### config.mk
export PLATFORM = sky130hd
export DESIGN_NAME = axi_write_arbiter
export DESIGN_NICKNAME = d
export VERILOG_FILES = /design/src/rtl/axi_arb_pkg.sv /design/src/rtl/arb_rr_select.sv /design/src/rtl/axi_write_arbiter.sv
export SDC_FILE = /design/constraint.sdc
export NUM_CORES = 1
export LEC_CHECK = 0
export BUFFER_PORTS_ARGS = -buffer_cell sky130_fd_sc_hd__buf_2
export CAP_MARGIN = 10
export CELL_PAD_IN_SITES_DETAIL_PLACEMENT = 0
export CELL_PAD_IN_SITES_GLOBAL_PLACEMENT = 2
export CORE_ASPECT_RATIO = 1.4
export CORE_UTILIZATION = 34
export CTS_CLUSTER_SIZE = 40
export DETAILED_ROUTE_END_ITERATION = 8
export GPL_TIMING_DRIVEN = 0
export HOLD_SLACK_MARGIN = 0.05
export PLACE_DENSITY = 0.84
export SLEW_MARGIN = 0
export SYNTH_ARGS = -nofsm -noshare
export SYNTH_HDL_FRONTEND = slang
export SYNTH_HIERARCHICAL = 1
export SYNTH_SLANG_ARGS = --single-unit
### constraint.sdc
create_clock -name clk -period 4.1 [get_ports clk]
set_input_delay 0.615 -clock clk [delete_from_list [all_inputs] [get_ports clk]]
set_output_delay 0.615 -clock clk [all_outputs]
set_load 0.03 [all_outputs]
### src/rtl/axi_arb_pkg.sv
// Shared types and helpers for the AXI write-path arbiter and its round-robin selector.
package axi_arb_pkg;

  typedef enum logic [1:0] {
    IDLE = 2'd0,
    ADDR = 2'd1,
    DATA = 2'd2,
    RESP = 2'd3
  } arb_state_e;

  localparam int DEFAULT_TIMEOUT = 1024;

  // Never returns 0, so a single-requester build still gets a 1-bit index.
  function automatic int clog2_min1(input int n);
    return (n <= 2) ? 1 : $clog2(n);
  endfunction

endpackage

### src/rtl/arb_rr_select.sv
// Combinational round-robin pick: first asserted request strictly after last_grant, with wrap.
module arb_rr_select
  import axi_arb_pkg::*;
#(
  parameter  int N  = 4,
  localparam int IW = clog2_min1(N)
) (
  input  logic [N-1:0]  req_i,
  input  logic [IW-1:0] last_grant_i,
  output logic          any_o,
  output logic [IW-1:0] idx_o,
  output logic [N-1:0]  onehot_o
);

  logic [IW-1:0] cand;

  always_comb begin
    any_o    = 1'b0;
    idx_o    = '0;
    onehot_o = '0;
    cand     = '0;
    // Walk from the farthest candidate to the nearest so the nearest hit wins.
    for (int k = N; k >= 1; k--) begin
      cand = IW'((int'(last_grant_i) + k) % N);
      if (req_i[cand]) begin
        any_o = 1'b1;
        idx_o = cand;
      end
    end
    onehot_o[idx_o] = any_o;
  end

endmodule

### src/rtl/axi_write_arbiter.sv
// Shares one downstream AXI write path among S_COUNT requesters; one outstanding write,
// grant held from AW through B, with a response watchdog and stale-B drain.
module axi_write_arbiter
  import axi_arb_pkg::*;
#(
  parameter  int S_COUNT = 4,
  parameter  int TIMEOUT = DEFAULT_TIMEOUT,
  localparam int IDX_W   = clog2_min1(S_COUNT)
) (
  input  logic               clk,
  input  logic               rst,
  input  logic [S_COUNT-1:0] req_awvalid,
  output logic [S_COUNT-1:0] req_awready,
  input  logic [S_COUNT-1:0] req_wvalid,
  input  logic [S_COUNT-1:0] req_wlast,
  output logic [S_COUNT-1:0] req_wready,
  output logic [S_COUNT-1:0] req_bvalid,
  input  logic [S_COUNT-1:0] req_bready,
  output logic               m_awvalid,
  input  logic               m_awready,
  output logic               m_wvalid,
  output logic               m_wlast,
  input  logic               m_wready,
  input  logic               m_bvalid,
  output logic               m_bready,
  output logic               grant_active,
  output logic [IDX_W-1:0]   grant_idx,
  output logic [S_COUNT-1:0] grant_onehot,
  output logic               timeout_err,
  input  logic               err_clr
);

  localparam int                WD_W     = clog2_min1(TIMEOUT);
  localparam logic [IDX_W-1:0]  LAST_RST = IDX_W'(S_COUNT - 1);
  localparam logic [WD_W-1:0]   WD_MAX   = WD_W'(TIMEOUT - 1);

  arb_state_e         state_q, state_d;
  logic [IDX_W-1:0]   g_q, g_d;
  logic [S_COUNT-1:0] oh_q, oh_d;
  logic [IDX_W-1:0]   last_q, last_d;
  logic               drain_q, drain_d;
  logic               terr_q, terr_d;
  logic [WD_W-1:0]    wd_q, wd_d;

  logic               sel_any;
  logic [IDX_W-1:0]   sel_idx;
  logic [S_COUNT-1:0] sel_oh;

  // Ready/valid destined for the granted requester only; fanned out by oh_q below.
  logic               aw_rdy;
  logic               w_rdy;
  logic               b_vld;

  arb_rr_select #(.N(S_COUNT)) u_sel (
    .req_i        (req_awvalid),
    .last_grant_i (last_q),
    .any_o        (sel_any),
    .idx_o        (sel_idx),
    .onehot_o     (sel_oh)
  );

  always_comb begin
    state_d   = state_q;
    g_d       = g_q;
    oh_d      = oh_q;
    last_d    = last_q;
    drain_d   = drain_q;
    terr_d    = terr_q & ~err_clr;
    wd_d      = wd_q;
    m_awvalid = 1'b0;
    m_wvalid  = 1'b0;
    m_wlast   = 1'b0;
    m_bready  = 1'b0;
    aw_rdy    = 1'b0;
    w_rdy     = 1'b0;
    b_vld     = 1'b0;

    case (state_q)
      IDLE: begin
        m_bready = drain_q;
        if (drain_q && m_bvalid) drain_d = 1'b0;
        if (sel_any) begin
          g_d     = sel_idx;
          oh_d    = sel_oh;
          state_d = ADDR;
        end
      end
      ADDR: begin
        m_awvalid = req_awvalid[g_q];
        aw_rdy    = m_awready;
        if (m_awvalid && m_awready) state_d = DATA;
      end
      DATA: begin
        m_wvalid = req_wvalid[g_q];
        m_wlast  = req_wlast[g_q];
        w_rdy    = m_wready;
        if (m_wvalid && m_wready && m_wlast) begin
          wd_d    = '0;
          state_d = RESP;
        end
      end
      RESP: begin
        // A pending drain swallows the first B (stale, from an aborted write).
        b_vld    = m_bvalid & ~drain_q;
        m_bready = drain_q | req_bready[g_q];
        wd_d     = wd_q + 1'b1;
        if (m_bvalid && drain_q) drain_d = 1'b0;
        if (b_vld && req_bready[g_q]) begin
          last_d  = g_q;
          state_d = IDLE;
        end else if (wd_q == WD_MAX) begin
          terr_d  = 1'b1;
          drain_d = 1'b1;
          last_d  = g_q;
          state_d = IDLE;
        end
      end
      default: state_d = IDLE;
    endcase
  end

  always_ff @(posedge clk or negedge rst) begin
    if (!rst) begin
      state_q <= IDLE;
      g_q     <= '0;
      oh_q    <= '0;
      last_q  <= LAST_RST;
      drain_q <= 1'b0;
      terr_q  <= 1'b0;
      wd_q    <= '0;
    end else begin
      state_q <= state_d;
      g_q     <= g_d;
      oh_q    <= oh_d;
      last_q  <= last_d;
      drain_q <= drain_d;
      terr_q  <= terr_d;
      wd_q    <= wd_d;
    end
  end

  assign grant_active = (state_q != IDLE);
  assign grant_idx    = grant_active ? g_q : '0;
  assign grant_onehot = grant_active ? oh_q : '0;
  assign timeout_err  = terr_q;

  for (genvar gi = 0; gi < S_COUNT; gi++) begin : g_req
    assign req_awready[gi] = oh_q[gi] & aw_rdy;
    assign req_wready[gi]  = oh_q[gi] & w_rdy;
    assign req_bvalid[gi]  = oh_q[gi] & b_vld;
  end

endmodule

**After elaboration in Yosys (flattened, before gate mapping)**

Index checks and enable logic that the tools add are counted.

- Add/subtract/negate cells: 5
- $mul: 0
- Divide/modulo/power cells: 0
- Magnitude comparators: 7
- Equal/unequal tests: 8
- Shifts and indexed selects: 0
- Mux-type cells: 52
- Bitwise logic cells: 18
- Reduce and logical (&&, ||, !) cells: 15

Operators with widths:

| cell | count |
|---|---|
| 1-bit 2-to-1 mux | 25 |
| 2-bit 2-to-1 mux | 12 |
| 10-bit case mux with 2 select lines | 1 |
| 2-bit by 3-bit less-than comparator with 1-bit output (second input constant) | 6 |
| 1-bit binary-select mux with 2-bit select | 8 |
| 1-bit AND | 14 |
| 10-bit by 1-bit adder with 10-bit output (second input constant) | 1 |
| 10-bit equality test (second input constant) | 1 |
| 10-bit 2-to-1 mux | 1 |
| 2-bit case mux with 4 select lines | 1 |
| 2-bit nonzero test | 4 |
| 1-bit logical AND | 6 |
| 2-bit inequality test (second input constant) | 3 |
| 2-bit AND reduction | 3 |
| 2-bit by 1-bit adder with 2-bit output (second input constant) | 2 |
| 2-bit adder (second input constant) | 2 |
| 4-bit AND | 1 |
| 2-bit equality test (second input constant) | 2 |
| 4-bit 2-to-1 mux | 1 |
| 1-bit case mux with 2 select lines | 2 |
| 4-bit AND reduction | 1 |
| 3-bit inequality test (second input constant) | 1 |
| 1-bit demux with 2-bit select | 1 |
| 2-bit by 1-bit equality test with 1-bit output (second input constant) | 1 |
| other kinds (4) | 5 |

- Bits in registers: 22
- Latch bits: 0
- RAM bits: 0
- Memory bits (read-only): 0
- Input bits: 22
- Word-level logic and storage cells: 112
- Memories kept: 0

**Depth between registers and ports, before layout**

Gate-level depths: netlist (run 1).

- Word-level depth: 12
- Gate-level depth with buffers: 7
- Mapped depth without buffers: 6

**Hierarchy**

Netlist (run 1), hierarchy kept.

Modules (own cells, without submodules):

| module | times used | cells each | area an instance (um^2) | seq. area each (um^2) |
|---|---|---|---|---|
| axi_write_arbiter | 1 | 154 | 1495.2 | 553.0 |
| arb_rr_select | 1 | 32 | 219.0 | 0.0 |

**Worst setup path after synthesis (run 1)**

OpenSTA, ideal clock, no wires.

- Kind: register to output
- From: reg state_q[0]
- To: out m_bready
- Data arrival time: 1701 ps
- Data required time: 3485 ps
- Path slack: 1784 ps
- Cell stages (with the launch flop): 6
- Path buffers: 2
- Path through: dfrtp_1 > ha_1 > clkbuf_1 > buf_1 > nand2_1 > a21oi_1

- Word-level cells in the longest chain between the ends: 2
- Elaborated cells between the ends (all ways): 3
- Classes of those cells: 1 x eq/ne; 1 x mux; 1 x reduce/logical

RTL lines:

| element | RTL line | text |
|---|---|---|
| from (decl) | axi_write_arbiter.sv:37 | `arb_state_e state_q, state_d;` |
| from (signal assigned) | axi_write_arbiter.sv:132 | `state_q <= state_d;` |
| 2-bit equality test / 2-bit zero test (equally long branches) | axi_write_arbiter.sv:78 | `case (state_q)` |
| 1-bit case mux with 2 select lines (*) | axi_write_arbiter.sv:78 |  |
| to (decl) | axi_write_arbiter.sv:25 | `output logic m_bready,` |

Every way passes the cells marked *; elsewhere a longest branch is shown, timed or not.

**Worst setup path in the final report (run 1)**

Ends and elaborated chain as after synthesis.

==> results of run 1 <==
-- cells in the final DEF (no fill, tap or decap), drive strengths merged, types with 3 or more instances in the layout --
cell    instances
ha              5
buf            52
clkbuf          8
or4b            7
o21ai           4
nand2b          6
dfrtp          20
a21oi           4
mux2i           3
nor2b           9
and3           12
mux2           10
nor2            6
nand3          20
nand2          19
and2            7
inv             8
a221oi          3
-- where the power goes --
group | switching, mW | internal (mW)
clock network | 0.0757 | 0.0696
registers | 0.101 | 0.316
logic | 0.522 | 0.376
total | 0.699 | 0.761
-- registers in the layout (all words and copies together) (netlist names) --
signal	count
wd_q	10
timeout_err	1
oh_q	4
drain_q	1
last_q	2
g_q	2
state_q	2
-- routing by layer --
| metal | share of wire | vias up | global-route usage |
|---|---|---|---|
| met5 | 0 | - | 0 |
| met4 | 0.012 | 0 | 0.0606 |
| met3 | 0.025 | 5 | 0.0166 |
| met2 | 0.54 | 33 | 0.309 |
| met1 | 0.42 | 756 | 0.216 |
| li1 | - | 779 | - |
-- worst min path at each step --
| stage | slack (ns) | endpoint |
|---|---|---|
| after global placement | 0.52 | timeout_err |
| after floorplan | 0.32 | drain_q |
| final | 0.32 | wd_q[7] |
| after detailed placement | 0.52 | timeout_err |
| after global routing | 0.36 | wd_q[5] |
| after CTS | 0.33 | wd_q[5] |
-- cell families after synthesis --
family,Yosys count,share of synthesized area
simple gates,94,0.318
mux,15,0.112
xor+xnor,1,0.00511
flops,22,0.323
buf+inv,19,0.0569
fa+ha+maj,5,0.0365
compound gates,30,0.150
-- final cells by class --
| class | instances | area (sq um) |
|---|---|---|
| repair buffers | 45 | 225 |
| fillers | 497 | 2780 |
| multi-input cells | 145 | 1060 |
| plain buffers | 11 | 67.6 |
| well taps | 64 | 80.1 |
| inverters | 8 | 30.0 |
| flip-flops and latches | 22 | 553 |
| clock buffers | 4 | 45.0 |
==> implementation parameters, run 1 <==
Parameter                              Value

Run status
  Outcome    complete, no violations

CTS
  Clock root buffer    clkbuf_8
  Clock Latency Late Sink    0.27 ns
  Reg clk slew, reported paths    0.08 ns
  CTS Hold Buffers Added    0
  CTS Buf Count    3
  Cts repair resizes    0
  TritonCTS Sinks    22
  Clock tree from TritonCTS    yes
  H-tree levels    1
  Post-CTS Setup Bufs    0
  Clock buffer depth    2

Synthesis
  Synthesized Nets    213
  Synthesized area per cell    9.22 sq um
  Number of different library cells in the post-synthesis netlist    47
  Top cell type by total area after synthesis    dfrtp_1
  Yosys warnings    6
  Main synth FF type    dfrtp_1
  Cell types occupying the most area after synthesis    dfrtp_1 (29%), mux2_2 (6.6%), nand3_1 (5.8%)
  Number of enable-type register cells in the synthesized netlist    0
  Sequential fraction of the synthesis area    0.323
  Synth Cell Area    1710 sq um
  #FFs+latches synth    22
  Fraction of synthesized cell area taken by the top area cell type    0.292
  Async set-reset flop share out of synthesis    1.00
  Most used standard cells in the synthesized netlist    dfrtp_1 (20), nand3_1 (20), nand2_1 (19), and3_1 (12), mux2_2 (10)
  Gate Count Post-Synth    186

Setup path
  Slowest cell on the critical path    dfrtp_1
  Source of the worst register-to-register timing path    wd_q[0]
  Reg-to-Reg End    state_q[1]
  Start-to-end type of the worst setup path    flip-flop to output pin
  Logic depth of the worst register-to-register path    6
  Required time worst endpoint    3.48 ns
  Arrival @ worst endpoint    2.24 ns
  Top delay family on crit path    buffers and inverters
  Largest fanout on the critical path    10
  Longest individual stage delay on the worst path    0.41 ns
  Setup slack of the worst register-to-register path    1.92 ns
  Critical Path Source    state_q[0]
  Critical Path Sink Type    output pin
  Critical path, cell by cell    ha_1, clkbuf_1, buf_1, nand2_1, a21oi_1, buf_2
  Worst Setup EP    m_bready
  Count of cell instances traversed by the critical path    6
  Buffers & Inverters on Critical Path    3
  Type of origin of the critical path    flip-flop

STA
  Number of pins exceeding their max-slew limit in the final report    0
  Final-layout setup total negative slack    0 ns
  Final hold violation count    0
  Slew Limit Headroom    0.588
  RSZ-0062 raised after global routing    no
  Fin crit period    2.85 ns
  Worst Clk Skew    0.00246 ns
  Post-route fraction of the period consumed by the critical path    0.696
  Worst Slack Setup Final    1.25 ns
  Number of failing setup endpoints in the final timing report    0
  Transition time of the tightest slew-check pin    0.616 ns
  Worst hold margin    0.318 ns
  Max Clk Rate    351 MHz

Final layout
  Cell area after layout    2060 sq um
  Antenna diode instance count    0
  Layout Utilization    0.426
  Area added between synthesis and finish    20.4%
  Total number of nets in the final design    263
  Post-Layout Cell Count    299
  Share of post-route cells with drive strength above 1    0.315

Floorplan
  Die extent in y    86.0 um
  DIE WIDTH    62.0 um
  Core Region    4840 sq um
  Effective utilization at floorplan    0.354
  Num rows    30
  Ports placed on the boundary    46
  Total die area    5330 sq um

Detailed routing
  Number of remaining DRC errors    0
  Wirelength, routed    4400 um
  Mean number of vias per cell    5.26
  Routed via count    1573
  Length of the first detailed-routing pass in iterations    4
  First-iteration detailed-routing DRC count    51
  Routed length per instance    14.7 um
  Number of nets with antenna violations after detailed routing    0

Place
  Setup slack at placement    1.51 ns
  Cell area after placement    2020 sq um
  Post-DP HPWL    3400 um
  Final GP Congestion    0.771
  Placed cell count    295
  Count of buffers inserted at the top-level ports    45

Flow run
  Max-Cap Viols    0

Global route
  Total global routing overflow    0
  Vias in the first global route    1410
  Pin count of the biggest net entering global routing    23
  First-pass GRT wire length    6940 um
  Initial antenna violation count    0
  Global Route Usage Sum    0.177

Hold path
  HP Class    primary input to async pin

Power and ir drop
  Static Leak    1.03 nW
  Maximum VDD drop    276 uV
  Power after layout    1.46 mW
  Power Dens Cells    707 nW/um^2
Note: power is estimated with default switching activity, not from simulation.
==> run 2, diff against run 1 <==
- CORE_UTILIZATION: 34 -> 28
- PLACE_DENSITY: 0.84 -> 0.73
- clock period: 4.1 -> 2.51 ns (I/O delays scaled with it)
==> implementation parameters, run 2 (synthesis results as in run 1) <==
Parameter                              Value

Run status
  Outcome    complete, no violations

Final layout
  Register with the most flip-flops    wd_q
  Antenna diode instance count    0
  Top library cells by usage in the layout, fill and taps aside    buf_2 (50), nand3_1 (20), dfrtp_1 (20), nand2_1 (19), and3_1 (12)
  Share of post-route cells with drive strength above 1    0.336
  Area added between synthesis and finish    22.0%
  Largest registers    wd_q x10, oh_q x4
  Total number of nets in the final design    263
  Max reg flops    10
  Most common library cell in the layout ignoring fill and taps    buf_2

STA
  Worst Slack Setup Final    0.179 ns
  Number of failing setup endpoints in the final timing report    0
  Fin crit period    2.33 ns
  Worst Clk Skew    0.00350 ns
  Final-layout setup total negative slack    0 ns
  Slew Limit Headroom    0.633
  RSZ-0062 raised after global routing    no
  Number of pins exceeding their max-slew limit in the final report    0
  Final hold violation count    0
  Post-route fraction of the period consumed by the critical path    0.929
  Max Clk Rate    429 MHz
  Transition time of the tightest slew-check pin    0.551 ns

Detailed routing
  Number of remaining DRC errors    0
  Wirelength, routed    4870 um
  First-iteration detailed-routing DRC count    50
  Mean number of vias per cell    5.27
  Routed via count    1607
  Length of the first detailed-routing pass in iterations    4
  Number of nets with antenna violations after detailed routing    0
  Routed length per instance    16.0 um

CTS
  Reg clk slew, reported paths    0.09 ns
  CTS Hold Buffers Added    0
  Clock buffer depth    2
  Clock tree from TritonCTS    yes
  Clock Latency Late Sink    0.27 ns
  CTS Buf Count    3
  Post-CTS Setup Bufs    0
  H-tree levels    1
  TritonCTS Sinks    22
  Clock root buffer    clkbuf_8

Global route
  Initial antenna violation count    0
  First-pass GRT wire length    8160 um
  Pin count of the biggest net entering global routing    23
  Global Route Usage Sum    0.168
  Total global routing overflow    0
  Vias in the first global route    1532

Floorplan
  Die extent in y    94.6 um
  DIE WIDTH    68.1 um
  Effective utilization at floorplan    0.292
  Total die area    6440 sq um
  Ports placed on the boundary    46
  Num rows    33
  Core Region    5860 sq um

Setup path
  Required time worst endpoint    2.13 ns
  Arrival @ worst endpoint    1.95 ns
  Largest fanout on the critical path    10
  Type of origin of the critical path    flip-flop
  Critical Path Sink Type    output pin
  Start-to-end type of the worst setup path    flip-flop to output pin

Place
  Setup slack at placement    0.132 ns
  Post-DP HPWL    3650 um
  Final GP Congestion    0.800
  Count of buffers inserted at the top-level ports    45

Hold path
  HP Class    primary input to async pin

Power and ir drop
  Power after layout    2.44 mW
  Power Dens Cells    1170 nW/um^2
  Maximum VDD drop    373 uV
  Static Leak    1.04 nW

Flow run
  Max-Cap Viols    0
run 2: cell count changes in the layout (fill, tap and decap cells not counted), sizes merged:
cell    before  now
clkbuf       8    7
buf         52   53
run 2: timing repair:
| item | CTS | global route |
|---|---|---|
| resized for setup | 2 | 4 |
| pin swaps | 0 | 0 |
| endpoints found under the setup margin | 1 | 5 |
run 2: report_power, final:
group	leakage [nW]	switching (mW)	total, mW	internal (mW)
Combinational	0.740	0.868	1.49	0.623
Sequential	0.275	0.160	0.676	0.516
Clock	0.0288	0.131	0.271	0.140
run 2: cell type report:
cell class	instances	area, sq um
Timing Repair Buffer	45	225
Sequential cell	22	553
Buffer	11	71.3
Clock buffer	4	55.1
Tap cell	70	87.6
Multi-Input combinational cell	145	1070
Fill cell	638	3770
Inverter	8	30.0
run 2: routing by layer:
layer  track usage  vias to the layer above  wire length, um
li1              -                      785                -
met1         0.216                      782             2150
met2         0.288                       34             2540
met3        0.0145                        6              128
met4        0.0538                        0               57
met5             0                        -                0
run 2: worst max-delay path: stages, from the launching register on:
cell	delay, ns
dfrtp_1	0.41
ha_1	0.30
buf_2	0.26
buf_2	0.27
nand2_1	0.07
a21oi_1	0.15
buf_2	0.22
run 2: worst paths after layout:
path,start,end,slack (ns),cells past startpoint
max,state_q[0],m_bready,0.18,6
min,rst,oh_q[0],0.08,1
max reg2reg,wd_q[0],state_q[1],0.40,6
min reg2reg,timeout_err,timeout_err,0.54,2
max in group asynchronous,rst,last_q[0],2.06,1
min in group clk,err_clr,timeout_err,0.27,2
run 2: stage by stage:
step / area, sq um / instances / hold WS (ns) / util
after CTS: 2080 / 305 / 0.102 / 0.356
after floorplan: 1710 / 186 / 0.0809 / -
after global routing: 2090 / 305 / 0.120 / 0.357
after global placement: 2030 / 301 / 0.407 / 0.346
final: 2090 / 305 / 0.0817 / 0.357
after detailed placement: 2030 / 301 / 0.406 / 0.346
